### src/rtl/sprite_streamer_pkg.sv
// Shared types and constants for the sprite streamer.
// Optional build macro: SPRITE_SCALE2_EN (emit each bitmap pixel as a 2x2 block).
package sprite_pkg;

    localparam int SPRITE_SIZE = 25;
    localparam int XW          = 10;
    localparam int YW          = 9;
    localparam int CW          = 12;

`ifdef SPRITE_SCALE2_EN
    localparam int SCALE       = 2;
    localparam int SCALE_SHIFT = 1;
`else
    localparam int SCALE       = 1;
    localparam int SCALE_SHIFT = 0;
`endif

    // Output raster edge length and the counter width that covers it
    localparam int OUT_SIZE = SPRITE_SIZE * SCALE;
    localparam int CNT_W    = 6;

    typedef logic [SPRITE_SIZE-1:0] bitmap_t [0:SPRITE_SIZE-1];

    typedef enum logic [1:0] {
        S_IDLE   = 2'd0,
        S_STREAM = 2'd1,
        S_DONE   = 2'd2
    } state_t;

    // A 0 bit is ink, a 1 bit is paper
    function automatic logic [CW-1:0] pick_color(input logic          bit_val,
                                                 input logic [CW-1:0] ink,
                                                 input logic [CW-1:0] paper);
        logic [CW-1:0] c;
        if (bit_val == 1'b0) c = ink;
        else                 c = paper;
        return c;
    endfunction

endpackage

### src/rtl/sprite_streamer_if.sv
// Pixel-write stream between the sprite streamer and the frame-buffer writer.
interface sprite_streamer_if;
    import sprite_pkg::*;

    logic          pix_valid;
    logic          pix_ready;
    logic [XW-1:0] pix_x;
    logic [YW-1:0] pix_y;
    logic [CW-1:0] pix_color;
    logic          pix_last;

    modport master (
        output pix_valid, pix_x, pix_y, pix_color, pix_last,
        input  pix_ready
    );

    modport slave (
        input  pix_valid, pix_x, pix_y, pix_color, pix_last,
        output pix_ready
    );
endinterface

### src/rtl/sprite_streamer_addr_gen.sv
// Raster address generator: (u, v) points at the next output pixel to be
// loaded into the output registers; wraps row-major over the output raster.
module sprite_addr_gen
    import sprite_pkg::*;
(
    input  logic             clk,
    input  logic             rst,
    input  logic             clear,
    input  logic             advance,
    output logic [CNT_W-1:0] u,
    output logic [CNT_W-1:0] v,
    output logic             is_last
);

    localparam logic [CNT_W-1:0] LAST_IDX = CNT_W'(OUT_SIZE - 1);

    logic [CNT_W-1:0] u_r;
    logic [CNT_W-1:0] v_r;

    // Column counter steps every advance, row counter steps at end of line
    always_ff @(posedge clk or posedge rst) begin
        if (rst) begin
            u_r <= '0;
            v_r <= '0;
        end else if (clear) begin
            u_r <= '0;
            v_r <= '0;
        end else if (advance) begin
            if (u_r == LAST_IDX) begin
                u_r <= '0;
                if (v_r == LAST_IDX) v_r <= '0;
                else                 v_r <= v_r + CNT_W'(1);
            end else begin
                u_r <= u_r + CNT_W'(1);
            end
        end
    end

    assign u       = u_r;
    assign v       = v_r;
    assign is_last = (u_r == LAST_IDX) && (v_r == LAST_IDX);

endmodule

### src/rtl/sprite_streamer.sv
// Streams a snapshotted 25x25 one-bit bitmap as coloured screen pixel writes.
// Optional build macro: SPRITE_SCALE2_EN (2x2 pixel replication).
// One launch cycle after start fills the output registers with pixel (0,0).
module sprite_streamer
    import sprite_pkg::*;
(
    input  logic          clk,
    input  logic          reset,
    input  bitmap_t       ishapes,
    input  logic          start,
    input  logic [XW-1:0] org_x,
    input  logic [YW-1:0] org_y,
    input  logic [CW-1:0] ink_color,
    input  logic [CW-1:0] paper_color,
    output logic          busy,
    output logic          done,
    sprite_streamer_if.master pix
);

    state_t           state_r;
    logic             launch_r;
    bitmap_t          snap_r;
    logic [XW-1:0]    org_x_r;
    logic [YW-1:0]    org_y_r;
    logic [CW-1:0]    ink_r;
    logic [CW-1:0]    paper_r;

    logic [CNT_W-1:0] u_s;
    logic [CNT_W-1:0] v_s;
    logic             is_last_s;
    logic             clear_s;
    logic             advance_s;
    logic             xfer_s;
    logic [4:0]       row_s;
    logic [4:0]       col_s;
    logic [4:0]       bit_idx_s;
    logic             bit_s;
    logic [XW-1:0]    next_x_s;
    logic [YW-1:0]    next_y_s;
    logic [CW-1:0]    next_color_s;

    sprite_addr_gen u_addr_gen (
        .clk     (clk),
        .rst     (reset),
        .clear   (clear_s),
        .advance (advance_s),
        .u       (u_s),
        .v       (v_s),
        .is_last (is_last_s)
    );

    // Counter control and the pixel word that the next load will present
    always_comb begin
        clear_s   = 1'b0;
        advance_s = 1'b0;
        xfer_s    = pix.pix_valid & pix.pix_ready;
        case (state_r)
            S_IDLE: begin
                if (launch_r)   advance_s = 1'b1;
                else if (start) clear_s   = 1'b1;
                else            clear_s   = 1'b0;
            end
            S_STREAM: begin
                if (xfer_s && !pix.pix_last) advance_s = 1'b1;
                else                         advance_s = 1'b0;
            end
            S_DONE:  advance_s = 1'b0;
            default: advance_s = 1'b0;
        endcase
        row_s        = 5'(v_s >> SCALE_SHIFT);
        col_s        = 5'(u_s >> SCALE_SHIFT);
        bit_idx_s    = 5'(SPRITE_SIZE - 1) - col_s;
        bit_s        = snap_r[row_s][bit_idx_s];
        next_x_s     = org_x_r + XW'(u_s);
        next_y_s     = org_y_r + YW'(v_s);
        next_color_s = pick_color(bit_s, ink_r, paper_r);
    end

    // Control FSM with snapshot and registered outputs
    always_ff @(posedge clk or posedge reset) begin
        if (reset) begin
            state_r       <= S_IDLE;
            launch_r      <= 1'b0;
            for (int r = 0; r < SPRITE_SIZE; r++) snap_r[r] <= '0;
            org_x_r       <= '0;
            org_y_r       <= '0;
            ink_r         <= '0;
            paper_r       <= '0;
            busy          <= 1'b0;
            done          <= 1'b0;
            pix.pix_valid <= 1'b0;
            pix.pix_x     <= '0;
            pix.pix_y     <= '0;
            pix.pix_color <= '0;
            pix.pix_last  <= 1'b0;
        end else begin
            case (state_r)
                S_IDLE: begin
                    done <= 1'b0;
                    if (launch_r) begin
                        launch_r      <= 1'b0;
                        state_r       <= S_STREAM;
                        busy          <= 1'b1;
                        pix.pix_valid <= 1'b1;
                        pix.pix_x     <= next_x_s;
                        pix.pix_y     <= next_y_s;
                        pix.pix_color <= next_color_s;
                        pix.pix_last  <= is_last_s;
                    end else if (start) begin
                        launch_r <= 1'b1;
                        snap_r   <= ishapes;
                        org_x_r  <= org_x;
                        org_y_r  <= org_y;
                        ink_r    <= ink_color;
                        paper_r  <= paper_color;
                    end else begin
                        busy <= 1'b0;
                    end
                end
                S_STREAM: begin
                    if (xfer_s && pix.pix_last) begin
                        state_r       <= S_DONE;
                        done          <= 1'b1;
                        pix.pix_valid <= 1'b0;
                        pix.pix_x     <= '0;
                        pix.pix_y     <= '0;
                        pix.pix_color <= '0;
                        pix.pix_last  <= 1'b0;
                    end else if (xfer_s) begin
                        pix.pix_x     <= next_x_s;
                        pix.pix_y     <= next_y_s;
                        pix.pix_color <= next_color_s;
                        pix.pix_last  <= is_last_s;
                    end else begin
                        pix.pix_valid <= 1'b1;
                    end
                end
                S_DONE: begin
                    state_r <= S_IDLE;
                    done    <= 1'b0;
                    busy    <= 1'b0;
                end
                default: begin
                    state_r       <= S_IDLE;
                    launch_r      <= 1'b0;
                    busy          <= 1'b0;
                    done          <= 1'b0;
                    pix.pix_valid <= 1'b0;
                    pix.pix_last  <= 1'b0;
                end
            endcase
        end
    end

endmodule

### src/flat_wrapper.sv
// flat-port wrapper written by rule: the top's interface ports become plain ports
module sprite_streamer_flat import sprite_pkg::*;
  (clk, reset, ishapes, start, org_x, org_y, ink_color, paper_color, busy, done, pix_pix_valid, pix_pix_x, pix_pix_y, pix_pix_color, pix_pix_last, pix_pix_ready);
  sprite_streamer_if pix_i ();
  input  logic clk;
  input  logic reset;
  input  bitmap_t ishapes;
  input  logic start;
  input  logic [XW-1:0] org_x;
  input  logic [YW-1:0] org_y;
  input  logic [CW-1:0] ink_color;
  input  logic [CW-1:0] paper_color;
  output logic busy;
  output logic done;
  output wire logic [$bits(pix_i.pix_valid)-1:0] pix_pix_valid;
  output wire logic [$bits(pix_i.pix_x)-1:0] pix_pix_x;
  output wire logic [$bits(pix_i.pix_y)-1:0] pix_pix_y;
  output wire logic [$bits(pix_i.pix_color)-1:0] pix_pix_color;
  output wire logic [$bits(pix_i.pix_last)-1:0] pix_pix_last;
  input wire logic [$bits(pix_i.pix_ready)-1:0] pix_pix_ready;
  assign pix_pix_valid = pix_i.pix_valid;
  assign pix_pix_x = pix_i.pix_x;
  assign pix_pix_y = pix_i.pix_y;
  assign pix_pix_color = pix_i.pix_color;
  assign pix_pix_last = pix_i.pix_last;
  assign pix_i.pix_ready = pix_pix_ready;
  sprite_streamer u_core (.clk(clk), .reset(reset), .ishapes(ishapes), .start(start), .org_x(org_x), .org_y(org_y), .ink_color(ink_color), .paper_color(paper_color), .busy(busy), .done(done), .pix(pix_i));
endmodule
### config.mk
export PLATFORM = sky130hd
export DESIGN_NAME = sprite_streamer_flat
export DESIGN_NICKNAME = d
export VERILOG_FILES = /design/src/rtl/sprite_streamer_pkg.sv /design/src/rtl/sprite_streamer_if.sv /design/src/rtl/sprite_streamer_addr_gen.sv /design/src/rtl/sprite_streamer.sv /design/src/flat_wrapper.sv
export SDC_FILE = /design/constraint.sdc
export NUM_CORES = 2
export LEC_CHECK = 0
export BUFFER_PORTS_ARGS = -buffer_cell sky130_fd_sc_hd__buf_2
export CORE_UTILIZATION = 30
export DETAILED_ROUTE_END_ITERATION = 8
export SLEW_MARGIN = 20
export SYNTH_ARGS = -nofsm -noshare
export SYNTH_HDL_FRONTEND = slang
export SYNTH_SLANG_ARGS = --single-unit
### constraint.sdc
create_clock -name clk -period 45.4 [get_ports clk]
set_input_delay 13.62 -clock clk [delete_from_list [all_inputs] [get_ports clk]]
set_output_delay 13.62 -clock clk [all_outputs]
set_load 0.01 [all_outputs]
# == Word level (Yosys, flattened, before mapping) ==
# Cells that the tools add are included.
# classes
n_addsub,5
bitwise_logic,5
n_lt_le_gt_ge,2
n_mux,48
n_reduce_logical,16
eq_ne,9
# ops
cell,count
binary-select mux 25 bit (select 5 bit),1
2-to-1 mux 25 bit,2
2-to-1 mux 12 bit,4
2-to-1 mux 6 bit,7
2-to-1 mux 10 bit,3
2-to-1 mux 9 bit,3
one-hot mux 12 bit (2 select lines),1
one-hot mux 10 bit (2 select lines),1
one-hot mux 9 bit (2 select lines),1
2-to-1 mux 1 bit,16
"adder 6 x 1 -> 6 bit, second input constant",2
"equality test 6 x 5 -> 1 bit, second input constant",2
AND reduction 3 bit,4
adder 10 x 6 -> 10 bit,1
adder 9 x 6 -> 9 bit,1
">= comparator 6 bit, second input constant",1
"< comparator 5 x 6 -> 1 bit, second input constant",1
NOT 5 -> 6 bit,1
one-hot mux 1 bit (2 select lines),3
one-hot mux 1 bit (3 select lines),2
AND reduction 2 bit,3
nonzero test 2 bit,3
binary-select mux 1 bit (select 5 bit),1
"subtractor 5 bit, first input constant",1
14 further kinds,20
# word_totals
ff_bits,718
output_inout_bits,35
elab_cells,125

# == Longest topological paths before layout ==
# depth
depth_word,10
ltp_mapped,14
mapped_depth_nobuf,11

# == Modules after synthesis ==
# From an unflattened synthesis, not the netlist that was laid out.
# hier_totals
cells_unflattened,3618
hier_area_um2,33131.8
# modules_own_cells
module,cells_each,n_inst,area_per_inst_um2
sprite_streamer,3542,1,32413.6
sprite_addr_gen,76,1,718.2

# == Worst setup path before layout ==
# OpenSTA, ideal clock, no wires.
# synth_path
kind,input to register
start,in pix_pix_ready
end,reg u_core.pix.pix_color[0]
setup_slack_ns,30.236
path_stages,9
setup_time_ns,0.065
required_time_ns,45.335
arrival_time_ns,15.099
path_cell_list,nand2_1 -> a211o_1 -> a21oi_1 -> and2_1 -> clkbuf_1 -> clkbuf_1 -> nand2_1 -> mux2i_1 -> a2111o_1
# synth_via
elab_chain_cells,4
# synth_lines
item,line_no,source
start: declaration,flat_wrapper.sv:20,input wire logic [$bits(pix_i.pix_ready)-1:0] pix_pix_ready;
AND 1 bit *,sprite_streamer.sv:56,xfer_s = pix.pix_valid & pix.pix_ready;
logical AND 1 bit,sprite_streamer.sv:121,if (xfer_s && pix.pix_last) begin
!= test 3 x 1 -> 1 bit (no line) or 2-to-1 mux 12 bit (tied branches),n/a,
AND reduction 3 bit (no line) or one-hot mux 12 bit (2 select lines) (tied branches),n/a,
end signal: assignment,sprite_streamer.sv:107,pix.pix_color <= next_color_s;
end signal: assignment,sprite_streamer.sv:132,pix.pix_color <= next_color_s;
end: declaration,sprite_streamer_if.sv:13,"output pix_valid, pix_x, pix_y, pix_color, pix_last,"
# Mark *: on every way between the ends. The rest lies on a longest branch, timed or not.
# A chain may end at the register's enable or synchronous reset.

# == Final worst setup path ==
# layout_path
start,in start
end,reg u_core.snap_r[420] (netlist name)
# layout_via
elab_chain_cells,1
# layout_lines
item,line_no,source
start: declaration,flat_wrapper.sv:8,input logic start;
AND reduction 3 bit (no line),n/a,
end signal: assignment,sprite_streamer.sv:111,snap_r <= ishapes;
end: declaration,sprite_streamer.sv:22,bitmap_t snap_r;
# No other way between the ends.

==> summary.txt <==
GRT
  • Grt ovf: 0
  • Number of global-route vias before repair: approximately 23000
  • First-pass GRT wire length: 163000 µm
  • GRT Total Usage: between 20% and 30%
  • Largest net degree at the start of global routing: 159
  • Antenna violations before repair: 96

Yosys
  • Post-synth EDFFs: 0
  • Synth warn: 0
  • Area share of the largest cell type after synthesis: between 50% and 60%
  • Sequential share of the synthesized area: 54.4%
  • Top cells by area, synth: dfrtp_1 (54%), mux2_2 (23%), mux4_2 (8.5%)
  • Synth Register Bits: slightly above 700
  • Synth Instances: 2240
  • Syn avg cell area: between 10 and 15 µm²
  • Synth Flop Type: dfrtp_1
  • Number of library cell types mapped by synthesis: 67
  • Synth Net Count: 2933
  • Mapped Area: 33000 µm²
  • Leading area contributor after synthesis: dfrtp_1
  • Fraction of registers with async set/reset: 100%

Placement
  • Placed cell count: 4243
  • IO buf count: 706
  • Detail Placement HPWL: 84400 µm
  • Global placer's final weighted congestion: 0.810

Detailed routing
  • 1st-iter DRT viols: approximately 1200
  • DRC viols: 0
  • Vias per cell: 4.97
  • Drt pass-1 iters: 5
  • ANT nets after route: 0
  • Wire length per cell: roughly 26 µm
  • Final wirelength: 113000 µm
  • Vias: 22000

CTS
  • CTS tree: built
  • TritonCTS buffer count: 85
  • Setup bufs post-CTS: 0
  • Post-CTS Hold Fix Bufs: 0
  • CTS Sinks: around 700
  • Max clock buf depth: 3
  • Clock Latency Late Sink: ~0.67 ns
  • H-tree Lvls: 3
  • Clock Pin Slew Worst Setup and Hold Paths: 0.06 ns
  • Number of gates resized after CTS: 0
  • Clk Tree Root Cell: clkbuf_16

Floorplanning
  • Chip width: 334 µm
  • Die Span Y: 334 µm
  • Initial Utilization: 30.3%
  • Total I/O pin count: 707
  • Die area: 111000 µm²
  • Core area: 109000 µm²
  • Rows: between 100 and 150

Power
  • Clock network fraction of design power: 46.5%
  • Switching portion of total power: between 20% and 30%
  • Worst vdd ir: around 0.043 mV
  • Gate power share: about 11%
  • LEAKAGE: 0.0207 µW
  • Sw power: between 300 and 400 µW
  • Reg power frac: about 43%
  • Power Density: 37.4 nW/µm²
  • Pint: ~1100 µW

Timing
  • Slew HR: a little over a quarter
  • Slew Limit Fails: 0
  • Worst-Margin Slew: 1.11 ns
  • Setup Viol. Count Final: 0
  • Worst Skew: roughly 0.024 ns
  • Final Hold Fails: 0
  • RSZ-0062 raised after global routing: false
  • Fin crit share: 38.8%
  • Tmin final: approximately 18 ns
  • Fin Setup TNS: 0 ns
  • Max Fclk: 56.8 MHz

Worst setup path
  • Worst Path Required: 45.95 ns
  • Crit-path max cell delay: 0.89 ns
  • CP max FO: about 80
  • Critical path class: in2reg
  • CP dominant cell by count: buf_4
  • Worst Path Arrival: 18.14 ns
  • Worst Setup Start Kind: input port
  • Endpoint type of the worst setup path: flip-flop
  • Slowest cell on crit path: buf_4
  • Crit path cell chain: buf_2 -> nand2_4 -> buf_4 -> buf_4 -> buf_4 -> buf_4 -> mux2_2

Finish
  • Area Overhead vs Synth: 24.0%
  • Commonest non-fill, non-tap cell in the layout: dfrtp_1
  • Fin cells: 4434
  • Most frequent cells in the layout: dfrtp_1 (714), buf_2 (706), mux2_2 (669), mux4_2 (124), nand2_1 (98)
  • Fin nets: 3610
  • Share of post-route cells with drive strength above 1: 56.8%
  • Layout fillers: approximately 11000
  • Layout Utilization: 37.6%

Outcome
  • Status: complete, no violations

Worst hold path
  • Hold Path Class: reg2reg

Flow run
  • Maxcap violations: 0
## worst paths after layout
kind	startpoint	end	slack [ns]	depth (start not counted)
max in group asynchronous	reset	u_core.snap_r[46]$_DFFE_PP0P_	29.17	5
worst max register to register	u_core.u_addr_gen.v[0]$_DFFE_PP0P_	u_core.pix.pix_color[10]$_DFFE_PP0P_	39.85	10
min in group asynchronous	reset	u_core.snap_r[435]$_DFFE_PP0P_	13.11	2
worst max-delay path	start	u_core.snap_r[420]$_DFFE_PP0P_	27.80	7
worst min register to register	u_core.pix.pix_y[4]$_DFFE_PP0P_	u_core.pix.pix_y[4]$_DFFE_PP0P_	0.47	2
worst min-delay path	u_core.pix.pix_y[4]$_DFFE_PP0P_	u_core.pix.pix_y[4]$_DFFE_PP0P_	0.47	2
## metrics by stage
step	worst slack, ns	hold slack, ns	cell area (µm²)	total power, µW
2_1_floorplan	11.64	0.467	33000	771
3_3_place_gp	27.11	0.459	37900	833
3_5_place_dp	27.11	0.465	37900	834
4_1_cts	27.85	0.477	40900	1560
5_1_grt	27.51	0.496	41000	1600
6_report	27.80	0.473	41000	1530
## worst max-delay path, delay by kind of cell
family                 cells  cell delay (ns)
buffers and inverters      5             3.38
muxes                      1             0.42
and+or+nand+nor            1             0.47
## cell usage after synthesis (4+ instances only)
| cell | count |
|---|---|
| xor2_1 | 11 |
| mux4_1 | 8 |
| o211ai_1 | 4 |
| and3_1 | 4 |
| nand2b_1 | 10 |
| a22o_1 | 10 |
| a31oi_1 | 5 |
| buf_4 | 7 |
| and4_1 | 12 |
| nor2_1 | 24 |
| a21oi_1 | 64 |
| ha_1 | 19 |
| o21a_1 | 4 |
| buf_1 | 4 |
| a21o_1 | 8 |
| mux2_2 | 669 |
| nand2_1 | 99 |
| nand4_1 | 4 |
| mux4_2 | 124 |
| buf_6 | 8 |
| buf_2 | 24 |
| nand3_1 | 16 |
| mux2i_1 | 66 |
| inv_1 | 17 |
| nor2b_1 | 7 |
| o22ai_1 | 13 |
| a2111o_1 | 12 |
| nor3_1 | 11 |
| a22oi_1 | 39 |
| o221ai_1 | 6 |
| o31ai_1 | 4 |
| o21bai_1 | 4 |
| xnor2_1 | 9 |
| clkbuf_1 | 106 |
| dfrtp_1 | 718 |
| o21ai_0 | 42 |
## metal layers
layer  vias up  GRT usage [%]  share of wire, %
met5         -              0              0.48
met4        92           6.56               2.8
met3       232           6.71               7.5
met2       661           34.0                50
met1     11300           24.2                39
li1       9749              -                 -
## cell type report
cell class,count,area (µm²),area share [%]
Antenna cell,37,92.6,0.226
Clock buffer,119,2430,5.92
Clock inverter,34,488,1.19
Inverter,20,82.6,0.202
Multi-Input combinational cell,1348,14300,34.9
Sequential cell,718,18000,43.9
Tap cell,1414,1770,4.32
Timing Repair Buffer,744,3850,9.40
## sequential cells by signal (all words and copies together) (netlist names), 9 cells and up
register              cells
u_core.snap_r           625
u_core.ink_r             12
u_core.paper_r           12
u_core.pix.pix_color     12
u_core.org_x_r           10
u_core.pix.pix_x         10
u_core.org_y_r            9
u_core.pix.pix_y          9
## cell families (layout without fill, tap and decap cells)
kind of cell,count (synthesis),count (layout),share of synthesized area [%]
multiplexers,867,867,33.9
other,0,37,0
AO/OA/AOI/OAI,237,237,4.87
buffers and inverters,174,917,2.51
XOR/XNOR,20,20,0.530
flip-flops,718,718,54.4
AND/OR/NAND/NOR,203,203,3.00
adder cells (fa/ha/maj),21,21,0.840
## power groups by stage
stage	clock network (µW)	logic [µW]	registers, µW
6_report	713	169	652
3_3_place_gp	0	169	664
4_1_cts	736	171	652
3_5_place_dp	0	170	664
5_1_grt	760	184	653
2_1_floorplan	0	112	660
Note: power is estimated with default switching activity, not from simulation.
